**src/rtl/seq_1to8_demux.sv**
```systemverilog
// seq_1to8_demux
//   Serial-to-parallel 1-to-8 demultiplexer. Each accepted serial bit is
//   steered into one of eight byte slots chosen by a 3-bit slot counter.
//   After eight bits the byte is presented on a valid/ready output. A
//   frame-gap timeout drops partial frames that stall too long.
//
//   Optional feature macro: DEMUX_PARITY_EN
//     When defined, every frame carries a 9th bit (even parity over the
//     8 data bits). A mismatching byte is dropped and frame_err pulses.
//
// Parameters
//   LSB_FIRST  1: first received bit lands in o[0]; 0: it lands in o[7]
//   TIMEOUT    idle cycles allowed between bits inside a frame; 0 disables
//
// Ports
//   clk        rising-edge clock
//   rst        synchronous, active-high reset
//   i          serial data bit
//   i_valid    i carries a bit this cycle
//   i_ready    block can accept a bit this cycle
//   o          assembled byte (registered, updated only on frame completion)
//   o_valid    o holds a complete byte
//   o_ready    downstream accepts o
//   s          current slot index (data bits accepted in the current frame)
//   frame_err  one-cycle pulse: frame discarded (timeout or parity error)
module seq_1to8_demux #(
   parameter int LSB_FIRST = 1,
   parameter int TIMEOUT   = 16
) (
   input  logic       clk,
   input  logic       rst,
   input  logic       i,
   input  logic       i_valid,
   output logic       i_ready,
   output logic [7:0] o,
   output logic       o_valid,
   input  logic       o_ready,
   output logic [2:0] s,
   output logic       frame_err
);

   // A zero TIMEOUT still needs a legal (1-bit) counter width.
   localparam int GAP_W = (TIMEOUT > 0) ? $clog2(TIMEOUT + 1) : 1;
   localparam logic [GAP_W-1:0] GAP_LAST = (TIMEOUT > 0) ? GAP_W'(TIMEOUT - 1) : '0;

   localparam logic [1:0] ST_IDLE   = 2'd0;
   localparam logic [1:0] ST_SHIFT  = 2'd1;
`ifdef DEMUX_PARITY_EN
   localparam logic [1:0] ST_PARITY = 2'd2;
`endif
   localparam logic [1:0] ST_FULL   = 2'd3;

   logic [1:0]       state;
   logic [2:0]       cnt;
   logic [GAP_W-1:0] gap;
   logic [7:0]       asm_p0;
   logic [7:0]       asm_next;
   logic [2:0]       slot;
   logic             accept;

   // The idle cycle that would bring the gap count up to TIMEOUT is the
   // timeout event; an accepted bit in that same cycle takes priority.
   function automatic logic gap_expired(input logic [GAP_W-1:0] g);
      return (TIMEOUT > 0) && (g == GAP_LAST);
   endfunction

   // Saturating step: never counts when the timeout is disabled, and the
   // expiry check above keeps it from ever passing TIMEOUT-1.
   function automatic logic [GAP_W-1:0] gap_inc(input logic [GAP_W-1:0] g);
      return (TIMEOUT > 0) ? g + 1'b1 : g;
   endfunction

   assign o_valid = (state == ST_FULL);
   assign i_ready = (state != ST_FULL);
   assign s       = (state == ST_SHIFT) ? cnt : 3'd0;
   assign accept  = i_valid && i_ready;

   always_comb begin
      slot             = (LSB_FIRST != 0) ? cnt : (3'd7 - cnt);
      asm_next         = asm_p0;
      asm_next[slot]   = i;
   end

   // Stage p0: assembly register (data only, no reset needed).
   always_ff @(posedge clk) begin
      if (accept && ((state == ST_IDLE) || (state == ST_SHIFT)))
         asm_p0 <= asm_next;
   end

   // Control: frame FSM, slot counter, gap counter, output byte.
   always_ff @(posedge clk) begin
      if (rst) begin
         state     <= ST_IDLE;
         cnt       <= 3'd0;
         gap       <= '0;
         o         <= 8'h00;
         frame_err <= 1'b0;
      end else begin
         frame_err <= 1'b0;
         case (state)
            ST_IDLE: begin
               gap <= '0;
               if (accept) begin
                  cnt   <= 3'd1;
                  state <= ST_SHIFT;
               end
            end
            ST_SHIFT: begin
               if (accept) begin
                  gap <= '0;
                  if (cnt == 3'd7) begin
                     cnt <= 3'd0;
`ifdef DEMUX_PARITY_EN
                     state <= ST_PARITY;
`else
                     state <= ST_FULL;
                     o     <= asm_next;
`endif
                  end else begin
                     cnt <= cnt + 3'd1;
                  end
               end else if (gap_expired(gap)) begin
                  state     <= ST_IDLE;
                  cnt       <= 3'd0;
                  gap       <= '0;
                  frame_err <= 1'b1;
               end else begin
                  gap <= gap_inc(gap);
               end
            end
`ifdef DEMUX_PARITY_EN
            ST_PARITY: begin
               if (accept) begin
                  gap <= '0;
                  // Even parity: the parity bit equals the XOR of the data.
                  if (i == ^asm_p0) begin
                     state <= ST_FULL;
                     o     <= asm_p0;
                  end else begin
                     state     <= ST_IDLE;
                     frame_err <= 1'b1;
                  end
               end else if (gap_expired(gap)) begin
                  state     <= ST_IDLE;
                  gap       <= '0;
                  frame_err <= 1'b1;
               end else begin
                  gap <= gap_inc(gap);
               end
            end
`endif
            ST_FULL: begin
               gap <= '0;
               if (o_ready)
                  state <= ST_IDLE;
            end
            default: begin
               state <= ST_IDLE;
               cnt   <= 3'd0;
               gap   <= '0;
            end
         endcase
      end
   end

endmodule

```
**config.mk**
```make
export PLATFORM = sky130hd
export DESIGN_NAME = seq_1to8_demux
export DESIGN_NICKNAME = d
export VERILOG_FILES = /design/src/rtl/seq_1to8_demux.sv
export SDC_FILE = /design/constraint.sdc
export NUM_CORES = 1
export LEC_CHECK = 0
export ABC_AREA = 1
export CAP_MARGIN = 20
export CORE_MARGIN = 8
export CORE_UTILIZATION = 52
export CTS_CLUSTER_SIZE = 28
export DETAILED_ROUTE_END_ITERATION = 10
export GPL_ROUTABILITY_DRIVEN = 0
export PLACE_DENSITY = 0.78
export SLEW_MARGIN = 20
export SYNTH_ARGS = -nofsm -noshare
export SYNTH_HDL_FRONTEND = slang
export SYNTH_SLANG_ARGS = --single-unit
```
**constraint.sdc**
```tcl
create_clock -name clk -period 1.6 [get_ports clk]
set_input_delay 0.32 -clock clk [delete_from_list [all_inputs] [get_ports clk]]
set_output_delay 0.32 -clock clk [all_outputs]
set_load 0.01 [all_outputs]
```
==> summary.txt <==
status = complete, no violations
routed len/inst = 11.7 um
max-slew violation count = 0
nets = 190
first-pass GRT wire length = 4110 um
number of synthesized register bits = 27
Fin Setup TNS = 0 ns
clk buf depth = 2
dpl cells = 204
Fillers = 198
vias = 1,044
initial drt markers = 44
synth cell count leaders = nor2_1 (29), nand2_1 (23), inv_1 (22)
pwr dens = 795 nW/um^2
Period minus WS final = 1.52 ns
synthesized area = 1210 um^2
ANT cells = 0
CP Data Arrival Time = 1.20 ns
Sequential Area = 627 um^2
initial antenna violation count = 0
drt total wl = 2440 um
YS warnings = 0
detailed placer's ending HPWL = 1940 um
Layout Utilization = 0.682
largest area contributor in the netlist = dfxtp_1
H-tree depth = 1
syn_nets = 159
EDFF count, synth = 8
final worst path period share = 0.953
Setup Skew = 0.00443 ns
Antenna Nets Post-Route = 0
clk_lat worst skew = 0.31 ns
all-layer global routing usage = 0.120
Buf+Inv Stages, Crit Path = 1
Crit Path Category = reg -> out
Core Footprint = 2210 um^2
IO buf count = 18
fmax = 656 MHz
TritonCTS clock tree = built
Slew @ Worst Pin = 0.284 ns
share of layout cells above drive strength 1 = 0.144
count of different cell masters after synthesis = 21
ys flop type = dfxtp_1
IO Count = 19
final setup fails = 0
Pwr Total = 0.00120 W
CP Launch Type = register
maximum vdd drop = 0.753 mV
# clock sinks = 27
syn_area_per_cell = 8.08 um^2
Die Span X = 64.3 um
final hold violations = 0
CTS buffer count = 3
FP Rows = 17
area of the multi-input gates = 498 um^2
worst relative slew slack = 0.809
Area Overhead vs Synth = 24.5%
unrepaired setup endpoints after global routing = false
Hold Path Class = reg -> reg
leakage power = 0.699 nW
CP delay by family, top = buffers and inverters
Crit. End Element = output pin
DRC viols = 0
top cell type's share of synthesized area = 0.314
critical path cell sequence = clkdlybuf4s50_1
number of global-route vias before repair = 1,012
DRT Pass-1 Iters = 4
Clock Tree Root = clkbuf_4
Data required, critical path = 1.28 ns
Seq/Total Area, Yosys = 0.512
Mapped Cells = 150
total die area = 4130 um^2
vias per inst = 5.02
CP max stage delay = 0.55 ns
largest net degree at the start of global routing = 15
top post-synthesis cells by area = dfxtp_1 (31%), edfxtp_1 (20%), nor2_1 (9.0%)
non-filler cells, final = 208
ys async rst share = 0
clock-pin slew of the registers on the worst-case setup and hold paths = 0.13 ns
crit path max fanout = 2
Max-cap violations = 0
total gr overflow = 0
most frequent cell after synthesis = nor2_1
Die Y = 64.3 um
post-CTS setup repair buffer count = 0
Initial Util = 0.548
critical path's slowest cell = clkdlybuf4s50_1
## repair_timing
| action | 4_1_cts | 5_1_grt |
|---|---|---|
| endpoints found under the setup margin | 5 | 5 |
| resized for setup | 14 | 7 |
| hold buffers | 0 | 0 |
| gates cloned | 0 | 0 |
## cells in the final DEF, fill, tap and decap left out, drive strengths merged
cell           netlist  final
and3                 1      1
dlygate4sd2          0      2
dfxtp               19     19
nand3               15     15
clkbuf               1      4
a21oi                3      3
ha                   4      4
clkdlybuf4s50        0     12
o21ai               14     14
o21a                 2      2
dlymetal6s2s         0      1
nor4                 1      1
nand2               23     23
buf                  0     12
nand4                2      2
a31oi                1      1
edfxtp               8      8
nor3b                1      1
xor2                 1      1
inv                 24     24
nor2                30     30
## kinds of logic after synthesis
logic type | synth area share
xor+xnor | 0.00723
fa+ha+maj | 0.0413
buf+inv | 0.0774
simple gates | 0.275
flops | 0.512
compound gates | 0.0877
## flip-flops by register name (all words and copies together) (netlist names)
name / cells
asm_p0: 8
cnt: 3
frame_err: 1
gap: 5
o: 8
state: 2
## routing by layer
layer | global-route usage | vias up | part of all wire
met1 | 0.141 | 466 | 0.47
met4 | 0.0572 | 0 | 0.011
met5 | 0 | - | 0
met2 | 0.193 | 29 | 0.46
met3 | 0.0383 | 4 | 0.063
li1 | - | 545 | -
## report_power, final
part | leakage [nW] | switching (W) | internal (W)
registers | 0.234 | 0.0000142 | 0.000738
clock network | 0.0150 | 0.000175 | 0.0000973
logic | 0.450 | 0.000103 | 0.0000723
## final cells by class
cell class                 count  share of cell area
clock buffer                   4              0.0174
inverter                      24              0.0597
multi-input combinational     98               0.330
sequential                    27               0.415
tap                           28              0.0232
timing repair buffer          27               0.154
## path summary, 6_finish.rpt
| check | startpoint | endpoint | slack [ns] | cells after the start |
|---|---|---|---|---|
| setup / recovery | o[7]$_SDFFE_PP0P_ | o[7] | 0.08 | 1 |
| hold / removal | gap[0]$_SDFF_PP0_ | gap[0]$_SDFF_PP0_ | 0.44 | 1 |
| setup reg to reg | cnt[1]$_SDFFE_PP0P_ | o[5]$_SDFFE_PP0P_ | 0.13 | 7 |
| hold reg to reg | gap[0]$_SDFF_PP0_ | gap[0]$_SDFF_PP0_ | 0.44 | 1 |
## per-stage QoR
stage	cell area, um^2	setup slack, ns	hold slack (ns)
final	1510	0.0758	0.436
after global placement	1490	0.0811	0.430
after global routing	1510	0.00857	0.441
after CTS	1520	0.00139	0.465
after detailed placement	1490	0.0299	0.444
after floorplan	1210	0.293	0.389
Power figures use the tool's default switching activity.
